File: src/rtl/vga2_issuer_pkg.sv
// Shared VGA2 definitions: instruction opcodes and issuer FSM state encoding.
package vga2_issuer_pkg;

  localparam logic [3:0] VGA2_NOP = 4'd0;
  localparam logic [3:0] VGA2_LDR = 4'd1;
  localparam logic [3:0] VGA2_LDC = 4'd2;
  localparam logic [3:0] VGA2_LDD = 4'd3;
  localparam logic [3:0] VGA2_LDI = 4'd4;

  typedef enum logic [2:0] {
    StIdle,
    StRow,
    StCol,
    StData,
    StGap
  } state_e;

  // Pack an opcode and immediate into a 12-bit VGA2 instruction word.
  function automatic logic [11:0] vga2_inst(logic [3:0] op, logic [7:0] imm);
    return {op, imm};
  endfunction

endpackage

File: src/rtl/vga2_issuer_plan.sv
// Request planner: compares a pixel request against the shadow of VGA2's
// row/col registers and decides which load instructions are required.
module vga2_issuer_plan #(
  parameter int unsigned Rows = 150,
  parameter int unsigned Cols = 200
) (
  input  logic [7:0] row,
  input  logic [7:0] col,
  input  logic       shadow_valid,
  input  logic [7:0] shadow_row,
  input  logic [7:0] shadow_col,
  output logic       need_row,
  output logic       need_col,
  output logic       use_ldi,
  output logic       out_of_range
);

  localparam logic [8:0] RowsLim = 9'(Rows);
  localparam logic [8:0] ColsLim = 9'(Cols);

  logic       same_row;
  logic       same_col;
  logic [7:0] next_col;

  // Pure combinational comparison against the shadow registers.
  always_comb begin
    next_col     = shadow_col + 8'd1;  // VGA2 LDI wraps 255 -> 0
    same_row     = shadow_valid && (row == shadow_row);
    same_col     = shadow_valid && (col == shadow_col);
    out_of_range = ({1'b0, row} >= RowsLim) || ({1'b0, col} >= ColsLim);
    use_ldi      = same_row && (col == next_col);
    need_row     = !same_row;
    need_col     = !same_col && !use_ldi;
  end

endmodule

File: src/rtl/vga2_issuer.sv
// VGA2 instruction issuer: turns pixel-write requests into the shortest
// LDR/LDC/LDD/LDI sequence, tracking VGA2's row/col registers in a shadow.
module vga2_issuer
  import vga2_issuer_pkg::*;
#(
  parameter int unsigned Rows     = 150,
  parameter int unsigned Cols     = 200,
  parameter int unsigned IssueGap = 0
) (
  input  logic        clock,
  input  logic        reset,
  input  logic        req_valid,
  output logic        req_ready,
  input  logic [7:0]  req_row,
  input  logic [7:0]  req_col,
  input  logic [3:0]  req_color,
  input  logic        resync,
  output logic [11:0] inst,
  output logic        inst_en,
  output logic        err
);

  localparam logic [3:0] GapLast = 4'(IssueGap - 1);

  state_e      state_q, state_d, ret_q, ret_d, after, go_st;
  logic [3:0]  gap_q, gap_d;
  logic        sh_valid_q, sh_valid_d;
  logic [7:0]  sh_row_q, sh_row_d, sh_col_q, sh_col_d;
  logic [7:0]  row_q, row_d, col_q, col_d;
  logic [3:0]  color_q, color_d;
  logic        need_col_q, need_col_d, use_ldi_q, use_ldi_d;
  logic [11:0] inst_q, inst_d;
  logic        inst_en_q, inst_en_d, err_q, err_d;
  logic        go;
  logic        plan_need_row, plan_need_col, plan_use_ldi, plan_oor;

  vga2_issuer_plan #(
    .Rows (Rows),
    .Cols (Cols)
  ) u_plan (
    .row          (req_row),
    .col          (req_col),
    .shadow_valid (sh_valid_q),
    .shadow_row   (sh_row_q),
    .shadow_col   (sh_col_q),
    .need_row     (plan_need_row),
    .need_col     (plan_need_col),
    .use_ldi      (plan_use_ldi),
    .out_of_range (plan_oor)
  );

  assign req_ready = (state_q == StIdle) && !resync;
  assign inst      = inst_q;
  assign inst_en   = inst_en_q;
  assign err       = err_q;

  // Planned successor of the issue state currently being output.
  always_comb begin
    case (state_q)
      StRow:   after = need_col_q ? StCol : StData;
      StCol:   after = StData;
      default: after = StIdle;
    endcase
  end

  // Next-state logic; instructions are registered on entry to an issue state.
  always_comb begin
    state_d    = state_q;
    ret_d      = ret_q;
    gap_d      = gap_q;
    sh_valid_d = sh_valid_q;
    sh_row_d   = sh_row_q;
    sh_col_d   = sh_col_q;
    row_d      = row_q;
    col_d      = col_q;
    color_d    = color_q;
    need_col_d = need_col_q;
    use_ldi_d  = use_ldi_q;
    inst_d     = inst_q;
    inst_en_d  = 1'b0;
    err_d      = 1'b0;
    go         = 1'b0;
    go_st      = StIdle;

    case (state_q)
      StIdle: begin
        if (resync) begin
          sh_valid_d = 1'b0;
        end else if (req_valid) begin
          if (plan_oor) begin
            err_d = 1'b1;
          end else begin
            row_d      = req_row;
            col_d      = req_col;
            color_d    = req_color;
            need_col_d = plan_need_col;
            use_ldi_d  = plan_use_ldi;
            go         = 1'b1;
            go_st      = plan_need_row ? StRow : (plan_need_col ? StCol : StData);
          end
        end
      end
      StRow, StCol, StData: begin
        if (IssueGap != 0) begin
          state_d = StGap;
          ret_d   = after;
          gap_d   = GapLast;
        end else if (after == StIdle) begin
          state_d = StIdle;
        end else begin
          go    = 1'b1;
          go_st = after;
        end
      end
      StGap: begin
        if (gap_q == 4'd0) begin
          if (ret_q == StIdle) begin
            state_d = StIdle;
          end else begin
            go    = 1'b1;
            go_st = ret_q;
          end
        end else begin
          gap_d = gap_q - 4'd1;
        end
      end
      default: begin
        state_d    = StIdle;
        sh_valid_d = 1'b0;
      end
    endcase

    // Issue one instruction and apply its effect to the shadow.
    if (go) begin
      state_d   = go_st;
      inst_en_d = 1'b1;
      case (go_st)
        StRow: begin
          inst_d   = vga2_inst(VGA2_LDR, row_d);
          sh_row_d = row_d;
        end
        StCol: begin
          inst_d   = vga2_inst(VGA2_LDC, col_d);
          sh_col_d = col_d;
        end
        default: begin
          inst_d     = vga2_inst(use_ldi_d ? VGA2_LDI : VGA2_LDD, {4'h0, color_d});
          sh_valid_d = 1'b1;
          if (use_ldi_d) sh_col_d = sh_col_q + 8'd1;
        end
      endcase
    end
  end

  // State, shadow and output registers.
  always_ff @(posedge clock or posedge reset) begin
    if (reset) begin
      state_q    <= StIdle;
      ret_q      <= StIdle;
      gap_q      <= 4'd0;
      sh_valid_q <= 1'b0;
      sh_row_q   <= 8'd0;
      sh_col_q   <= 8'd0;
      row_q      <= 8'd0;
      col_q      <= 8'd0;
      color_q    <= 4'd0;
      need_col_q <= 1'b0;
      use_ldi_q  <= 1'b0;
      inst_q     <= {VGA2_NOP, 8'd0};
      inst_en_q  <= 1'b0;
      err_q      <= 1'b0;
    end else begin
      state_q    <= state_d;
      ret_q      <= ret_d;
      gap_q      <= gap_d;
      sh_valid_q <= sh_valid_d;
      sh_row_q   <= sh_row_d;
      sh_col_q   <= sh_col_d;
      row_q      <= row_d;
      col_q      <= col_d;
      color_q    <= color_d;
      need_col_q <= need_col_d;
      use_ldi_q  <= use_ldi_d;
      inst_q     <= inst_d;
      inst_en_q  <= inst_en_d;
      err_q      <= err_d;
    end
  end

endmodule
File: config.mk
export PLATFORM = sky130hd
export DESIGN_NAME = vga2_issuer
export DESIGN_NICKNAME = d
export VERILOG_FILES = /design/src/rtl/vga2_issuer_pkg.sv /design/src/rtl/vga2_issuer_plan.sv /design/src/rtl/vga2_issuer.sv
export SDC_FILE = /design/constraint.sdc
export NUM_CORES = 1
export LEC_CHECK = 0
export CORE_MARGIN = 2
export CORE_UTILIZATION = 55
export DETAILED_ROUTE_END_ITERATION = 6
export GPL_TIMING_DRIVEN = 0
export PLACE_DENSITY = 0.77
export SLEW_MARGIN = 20
export SYNTH_ARGS = -nofsm -noshare
export SYNTH_HDL_FRONTEND = slang
export SYNTH_SLANG_ARGS = --single-unit
File: constraint.sdc
create_clock -name clock -period 5.5 [get_ports clock]
set_input_delay 0.825 -clock clock [delete_from_list [all_inputs] [get_ports clock]]
set_output_delay 0.825 -clock clock [all_outputs]
set_load 0.03 [all_outputs]
* Word level (Yosys, flattened, before mapping)
Cells that the tools add are included.
** Storage, ports and cells
- Bits in registers :: 60
- Input bits :: 24
- Output and inout port bits :: 15
** Operators by class
- Add/subtract/negate cells :: 2
- $lt $le $gt $ge :: 2
- Eq/ne operators :: 12
- Multiplexer cells :: 47
- Bitwise gates (word level) :: 4
- Reductions and logical operators :: 21
** Operators by type and width (count)
- two-way mux 8 bit :: 9
- == test 8 bit :: 3
- case mux 11 bit (2 select lines) :: 1
- two-way mux 1 bit :: 18
- greater-or-equal comparator 8 bit (second input constant) :: 2
- two-way mux 4 bit :: 4
- case mux 8 bit (2 select lines) :: 1
- two-way mux 3 bit :: 5
- == test 3 x 2 -> 1 bit (second input constant) :: 3
- case mux 3 bit (3 select lines) :: 1
- adder 8 x 1 -> 8 bit (second input constant) :: 1
- two-way mux 2 bit :: 4
- == test 3 x 1 -> 1 bit (second input constant) :: 2
- zero test 3 bit :: 2
- inequality test 3 bit (second input constant) :: 2
- case mux 3 bit (2 select lines) :: 1
- AND reduction 3 bit :: 2
- logical AND 1 bit :: 5
- zero test 4 bit :: 1
- inverter 1 bit :: 4
- case mux 1 bit (2 select lines) :: 2
- case mux 2 bit (2 select lines) :: 1
- AND reduction 2 bit :: 2
- AND reduction 4 bit :: 1
- other kinds (9) :: 11

* Logic depth before layout (Yosys ltp)
Gate-level depths: netlist of the first run.
- Depth after elaboration :: 15
- Mapped depth :: 17
- Gate-level depth less buffers :: 14

* By module
Synthesis of the first run repeated with hierarchy kept, for this count alone.
** Unflattened totals
- Cells, all modules :: 275
- Area total of the unflattened synthesis :: 2962.8 um2
** Modules (own cells, without submodules)
- vga2_issuer :: instances 1, cells each 222, area each 2568.7 um2, seq. area each 1351.3 um2
- vga2_issuer_plan :: instances 1, cells each 53, area each 394.1 um2, seq. area each 0.0 um2

* Least setup slack after synthesis of the first run
Ideal clock, no wire load.
- Kind :: input-to-reg
- Start :: input port req_col[6]
- End :: register sh_col_q[3]
- Arrival time :: 3.927 ns
- Required time :: 5.422 ns
- Slack :: 1.496 ns
- Cell stages on the path :: 13
- Path buffers :: 1
- Cell sequence :: xnor2_1 -> or3_1 -> a211o_1 -> or4b_4 -> nor3b_1 -> o21ai_0 -> inv_1 -> ha_1 -> clkbuf_1 -> or4_1 -> o21ai_1 -> a221oi_1 -> a21oi_1
** Between the ends
- Word-level cells in the longest chain between the ends :: 13
- Elaborated cells on any way between the ends :: 33
- Those cells by class :: order compare: 1; eq/ne: 4; mux: 19; bitwise: 1; reduce/logical: 8
** RTL lines
- start: declaration :: line vga2_issuer.sv:15 : input logic [7:0] req_col,
- == test 8 bit, on equally long branches :: line vga2_issuer_plan.sv:29, vga2_issuer_plan.sv:31
- logical AND 1 bit, on equally long branches :: line vga2_issuer_plan.sv:29, vga2_issuer_plan.sv:31
- zero test 1 bit :: line vga2_issuer_plan.sv:33 : need_col = !same_col && !use_ldi;
- logical AND 1 bit :: line vga2_issuer_plan.sv:33
- two-way mux 1 bit :: line vga2_issuer.sv:99 : go_st = plan_need_row ? StRow : (plan_need_col ? StCol : StData);
- two-way mux 2 bit :: line vga2_issuer.sv:99
- two-way mux 2 bit :: line vga2_issuer.sv:90 : if (plan_oor) begin
- two-way mux 2 bit :: line vga2_issuer.sv:89 : end else if (req_valid) begin
- two-way mux 2 bit :: line vga2_issuer.sv:87 : if (resync) begin
- case mux 3 bit (2 select lines) :: line vga2_issuer.sv:85 : case (state_q)
- == test 3 x 2 -> 1 bit or == test 3 x 1 -> 1 bit (tied branches) :: line vga2_issuer.sv:137 : case (go_st)
- nonzero test 2 bit (no source line) or inverter 1 bit (tied branches)
- AND reduction 3 bit (no source line)
- end signal: assignment :: line vga2_issuer.sv:178 : sh_col_q <= sh_col_d;
- end: declaration :: line vga2_issuer.sv:28 : logic [7:0] sh_row_q, sh_row_d, sh_col_q, sh_col_d;
Parallel ways exist; a longest one is shown, timed or not.
A chain may end at the register's enable or synchronous reset.

* Final worst setup path of the first run
- Start :: input port req_col[5]
- End :: register sh_col_q[2]
Same word-level chain as after synthesis.

==> impl_metrics.env, run 1 <==
export IMPL_end_kind="register"
export IMPL_skew_ps=9.34
export IMPL_synthSimpleGateAreaFrac=0.156
export IMPL_path_clk_slew_ps=100
export IMPL_drt_antenna_violating_nets=0
export IMPL_port_buffers=37
export IMPL_cts_hold_buf=0
export IMPL_drv_cap=0
export IMPL_finalPower_mw=2.14
export IMPL_outcome="complete, no violations"
export IMPL_ys_flop_type="dfrtp_1"
export IMPL_arrival_ps=5320
export IMPL_hold_viol=0
export IMPL_wl_um=6950
export IMPL_synth_common_cells="dfrtp_1, nand2_1, o21ai_0"
export IMPL_use_met3=0.0435
export IMPL_antenna_found_initial=0
export IMPL_vias_per_cell=5.82
export IMPL_root_buffer="clkbuf_8"
export IMPL_drive_gt1_frac=0.128
export IMPL_gr_total_overflow=0
export IMPL_drv_slew=0
export IMPL_synth_cell_types=48
export IMPL_wl_per_cell_um=16.8
export IMPL_netlist_area_leader_share=0.461
export IMPL_synth_mux_area_frac=0.0878
export IMPL_initial_core_util=0.571
export IMPL_track_usage=0.251
export IMPL_firstDrtPassIters=4
export IMPL_p_per_area_nw_per_um2=611
export IMPL_relSlewSlack=0.562
export IMPL_grt_max_degree=55
export IMPL_drtIter0Drc=173
export IMPL_grt_util_met1=0.338
export IMPL_synth_compound_area_frac=0.165
export IMPL_reg2reg_slack_ps=890
export IMPL_synthXorXnorAreaFrac=0.0567
export IMPL_busiest_layer="met2"
export IMPL_dp_hpwl_um=5170
export IMPL_ys_seq_elements=54
export IMPL_cp_start_kind="input port"
export IMPL_fin_crit_sh=0.926
export IMPL_rsz0062_at_grt="no"
export IMPL_die_w_um=77.0
export IMPL_nets=374
export IMPL_post_cts_resized_instances=0
export IMPL_ys_async_sr_fraction=1.00
export IMPL_postSynthAreaPerCell_sq_um=9.78
export IMPL_reg2reg_depth=15
export IMPL_max_freq_ghz=0.196
export IMPL_synth_top_cell_by_area="dfrtp_1"
export IMPL_synthesis_nets=330
export IMPL_grt_pass1_wl_um=11800
export IMPL_tightest_slew_ps=656
export IMPL_yosysSeqAreaShare=0.461
export IMPL_gr_usage_met2=0.419
export IMPL_reg2reg_from="sh_col_q[0]$_DFFE_PP0P_"
export IMPL_worst_hold_startpoint="color_q[1]$_DFF_PP0_"
export IMPL_ys_warn_count=0
export IMPL_dieArea_sq_um=5940
export IMPL_synthesis_instances=300
export IMPL_cts_setup_buffers=0
export IMPL_num_vias=2417
export IMPL_drc=0
export IMPL_rows=26
export IMPL_ios=39
export IMPL_post_route_min_period_ps=5090
export IMPL_synth_edf_count=0
export IMPL_post_route_util=0.682
export IMPL_crit_required_ps=5730
export IMPL_globalplace_congestion=0.924
export IMPL_synth_top_family_by_area="compound AO/OA/AOI/OAI gates"
export IMPL_synth_adder_area_share=0.0256
export IMPL_hp_class="register to register"
export IMPL_syn_to_final_growth_pct=19.4
export IMPL_power_leakage_nw=1.48
export IMPL_fin_setup_tns_ps=0
export IMPL_irDropWorstVdd_mv=0.336
export IMPL_cp_max_fo=10
export IMPL_grt_pass1_vias=2429
export IMPL_finalSetupViolCount=0
export IMPL_worstSetupPathType="input port to register"
export IMPL_cts_sink_count=54
export IMPL_htreeDepth=2
export IMPL_clk_latency_ps=320
export IMPL_crit_end="sh_col_q[2]$_DFFE_PP0P_"
export IMPL_antennaDiodeCount=0
export IMPL_numCtsBuffers=5
export IMPL_synthMostInstantiatedCell="dfrtp_1"
export IMPL_cts_buffer_depth=2
export IMPL_crit_start="req_col[5]"
export IMPL_netlist_area_sq_um=2930
export IMPL_cts_tree="built"
export IMPL_die_h_um=77.0
export IMPL_core_area_sq_um=5140
export IMPL_r2r_end="sh_col_q[4]$_DFFE_PP0P_"
export IMPL_synth_area_leaders="dfrtp_1, mux2_2, o21ai_0"
worst min-delay path by stage:
stage                                 to  depth (start not counted)
floorplan           color_q[1]$_DFF_PP0_                          2
global placement    color_q[1]$_DFF_PP0_                          2
detailed placement  color_q[0]$_DFF_PP0_                          2
CTS                 color_q[0]$_DFF_PP0_                          2
global route         inst[3]$_DFFE_PP0P_                          2
finish              color_q[1]$_DFF_PP0_                          2
kinds of logic after synthesis:
family	after synthesis
AND/OR/NAND/NOR	88
AO/OA/AOI/OAI	76
flip-flops	54
buffers and inverters	33
multiplexers	23
XOR/XNOR	19
adder cells (fa/ha/maj)	6
other	1
critical path, stage by stage:
cell,delay (ps)
clkdlybuf4s50_1,490
o311ai_1,530
nor2b_1,450
nand2_1,340
clkbuf_1,340
clkbuf_1,320
nor2_1,160
nor2_1,80
ha_1,210
clkbuf_1,220
or2_2,410
nor2_1,240
clkbuf_1,390
a221oi_1,170
o21ai_0,130
area by class of cell:
class / count / area (sq um)
inverter: 16 / 62.6
buffer: 17 / 76.3
multi-input combinational: 213 / 1450
clock buffer: 5 / 68.8
tap: 70 / 87.6
clock inverter: 3 / 40.0
fill: 448 / 1640
sequential: 54 / 1350
timing repair buffer: 37 / 370
registers in the layout, indices dropped and copies added (netlist names):
register	flops
state_q	2
err	1
col_q	8
inst_en	1
sh_col_q	8
need_col_q	1
row_q	8
color_q	4
inst	11
use_ldi_q	1
sh_row_q	8
sh_valid_q	1
cells in the final DEF (no fill, tap or decap), types with 3 or more instances in the layout:
cell             count
a21oi_1             16
a221oi_1             8
a22oi_1              9
and3_1               3
buf_2                4
clkbuf_1            11
clkbuf_8             5
clkdlybuf4s50_1     37
dfrtp_1             54
ha_1                 6
inv_1               15
mux2_2              22
nand2_1             30
nand3_1             13
nand3b_1             3
nand4_1              3
nor2_1              12
nor2b_1              6
o211ai_1             3
o21ai_0             24
or4_1                3
xnor2_1             10
xor2_1               9
through the flow:
step                      cells  worst slack (ps)  area, sq um  hold WS (ps)
after floorplan             300              1500         2930           446
after global placement      407               137         3390           462
after detailed placement    407               150         3390           477
after CTS                   415               433         3500           502
after global routing        415              69.7         3500           526
final                       415               408         3500           494
report_power, final:
| part | internal, mW | switching [mW] | total [mW] |
|---|---|---|---|
| logic | 0.466 | 0.736 | 1.20 |
| clock network | 0.134 | 0.130 | 0.264 |
| registers | 0.576 | 0.0973 | 0.673 |
| total | 1.18 | 0.963 | 2.14 |
routing by layer:
layer,wire length [um],share of wire,up-vias
met3,328,0.047,10
met1,3110,0.45,1197
met2,3390,0.49,57
met4,128,0.018,0
li1,-,-,1153
met5,0,0,-
Power figures use the tool's default switching activity.
==> run 2, diff against run 1 <==
- REMOVE_ABC_BUFFERS: unset -> 1
==> run 2 against run 1 <==
  * Register-to-register slack got worse by 100 ps
  * Flip-flop and latch count unchanged
  * Design area decreased by 2.1%
  * Routed wire length decreased by 7.4%
  * Clock power decreased by 14%
  * Sequential share of layout area increased by 0.83 points
  * Final cell count decreased by 3.9%
  * Critical endpoint is now sh_col_q[5]$_DFFE_PP0P_
  * Largest power group unchanged
==> impl_metrics.env, run 2 (synthesized netlist as in run 1, its figures left out) <==
export IMPL_drtIter0Drc=119
export IMPL_port_buffers=37
export IMPL_worstSetupPathType="input port to register"
export IMPL_dieArea_sq_um=5940
export IMPL_die_w_um=77.0
export IMPL_root_buffer="clkbuf_8"
export IMPL_power_leakage_nw=1.44
export IMPL_grt_max_degree=38
export IMPL_place_area_sq_um=3340
export IMPL_vias_per_cell=5.87
export IMPL_end_kind="register"
export IMPL_path_clk_slew_ps=100
export IMPL_numCtsBuffers=5
export IMPL_final_common_cell="dfrtp_1"
export IMPL_rows=26
export IMPL_grt_pass1_wl_um=10800
export IMPL_post_cts_resized_instances=0
export IMPL_core_area_sq_um=5140
export IMPL_num_vias=2344
export IMPL_cts_sink_count=54
export IMPL_stdcell_area_sq_um=3430
export IMPL_relSlewSlack=0.345
export IMPL_hold_slack_ps=483
export IMPL_finalPower_mw=2.04
export IMPL_initial_core_util=0.571
export IMPL_ios=39
export IMPL_outcome="complete, no violations"
export IMPL_gr_total_overflow=0
export IMPL_cp_max_fo=37
export IMPL_cts_buffer_depth=2
export IMPL_fin_crit_sh=0.903
export IMPL_arrival_ps=5200
export IMPL_cts_hold_buf=0
export IMPL_die_h_um=77.0
export IMPL_tightest_slew_ps=983
export IMPL_drive_gt1_frac=0.119
export IMPL_crit_required_ps=5730
export IMPL_rsz0062_at_grt="no"
export IMPL_grt_pass1_vias=2223
export IMPL_hp_class="register to register"
export IMPL_nets=358
export IMPL_hold_viol=0
export IMPL_drv_slew=0
export IMPL_p_per_area_nw_per_um2=596
export IMPL_finalSetupViolCount=0
export IMPL_drt_antenna_violating_nets=0
export IMPL_htreeDepth=2
export IMPL_wl_per_cell_um=16.1
export IMPL_clk_latency_ps=310
export IMPL_antenna_found_initial=0
export IMPL_drc=0
export IMPL_cts_tree="built"
export IMPL_skew_ps=8.42
export IMPL_track_usage=0.231
export IMPL_fillers=446
export IMPL_layout_common_cells="dfrtp_1, clkdlybuf4s50_1, nand2_1"
export IMPL_firstDrtPassIters=4
export IMPL_cts_setup_buffers=0
export IMPL_globalplace_congestion=0.917
export IMPL_largest_reg_flops=11
export IMPL_drv_cap=0
export IMPL_antennaDiodeCount=0
export IMPL_cp_start_kind="input port"
export IMPL_max_freq_ghz=0.201
export IMPL_syn_to_final_growth_pct=16.9
export IMPL_irDropWorstVdd_mv=0.302
export IMPL_post_route_min_period_ps=4970
export IMPL_dp_hpwl_um=4740
export IMPL_wl_um=6440
run 2: stage by stage:
stage | setup WS, ps | TNS, ps | std cells | util
finish | 533 | 0 | 399 | 0.667
global route | 129 | 0 | 399 | 0.667
CTS | 559 | 0 | 399 | 0.667
detailed placement | 242 | 0 | 391 | 0.649
global placement | -170 | -908 | 390 | 0.645
floorplan | 1460 | 0 | 283 | -
run 2: area by class of cell:
| cell class | instances | area (sq um) | share of cell area |
|---|---|---|---|
| inverter | 16 | 60.1 | 0.0175 |
| multi-input combinational | 213 | 1450 | 0.422 |
| tap | 70 | 87.6 | 0.0255 |
| timing repair buffer | 38 | 390 | 0.114 |
| clock buffer | 7 | 86.3 | 0.0252 |
| sequential | 54 | 1350 | 0.394 |
| clock inverter | 1 | 5.00 | 0.00146 |
run 2: critical path, cell delays in order:
cell             delay (ps)
clkdlybuf4s50_1         510
o311ai_1                520
nor2b_1                 420
nand2_2                 540
o21ai_0                 510
inv_1                    80
ha_1                    430
or4_1                   590
o21ai_1                 430
a221oi_1                170
a21oi_1                 160
run 2: layer usage:
| layer | wire (um) | track usage | share of wire |
|---|---|---|---|
| met5 | 0 | 0 | 0 |
| met3 | 325 | 0.0424 | 0.051 |
| met2 | 3020 | 0.368 | 0.47 |
| met1 | 3020 | 0.328 | 0.47 |
| met4 | 74 | 0.0607 | 0.011 |
run 2: worst paths after layout:
kind / start / to / slack (ps) / cells after the start
max in group asynchronous: reset / color_q[3]$_DFF_PP0_ / 4100 / 3
setup / recovery: req_col[5] / sh_col_q[5]$_DFFE_PP0P_ / 530 / 11
setup reg to reg: sh_col_q[0]$_DFFE_PP0P_ / sh_col_q[5]$_DFFE_PP0P_ / 790 / 13
min in group asynchronous: reset / sh_col_q[3]$_DFFE_PP0P_ / 870 / 2
hold / removal: color_q[2]$_DFF_PP0_ / color_q[2]$_DFF_PP0_ / 480 / 2
hold reg to reg: color_q[2]$_DFF_PP0_ / color_q[2]$_DFF_PP0_ / 480 / 2
run 2: power breakdown:
group	leakage [nW]	total (mW)	switching [mW]	internal (mW)
sequential	0.662	0.700	0.124	0.576
clock	0.0482	0.228	0.126	0.102
combinational	0.734	1.12	0.666	0.450
total	1.44	2.04	0.916	1.13
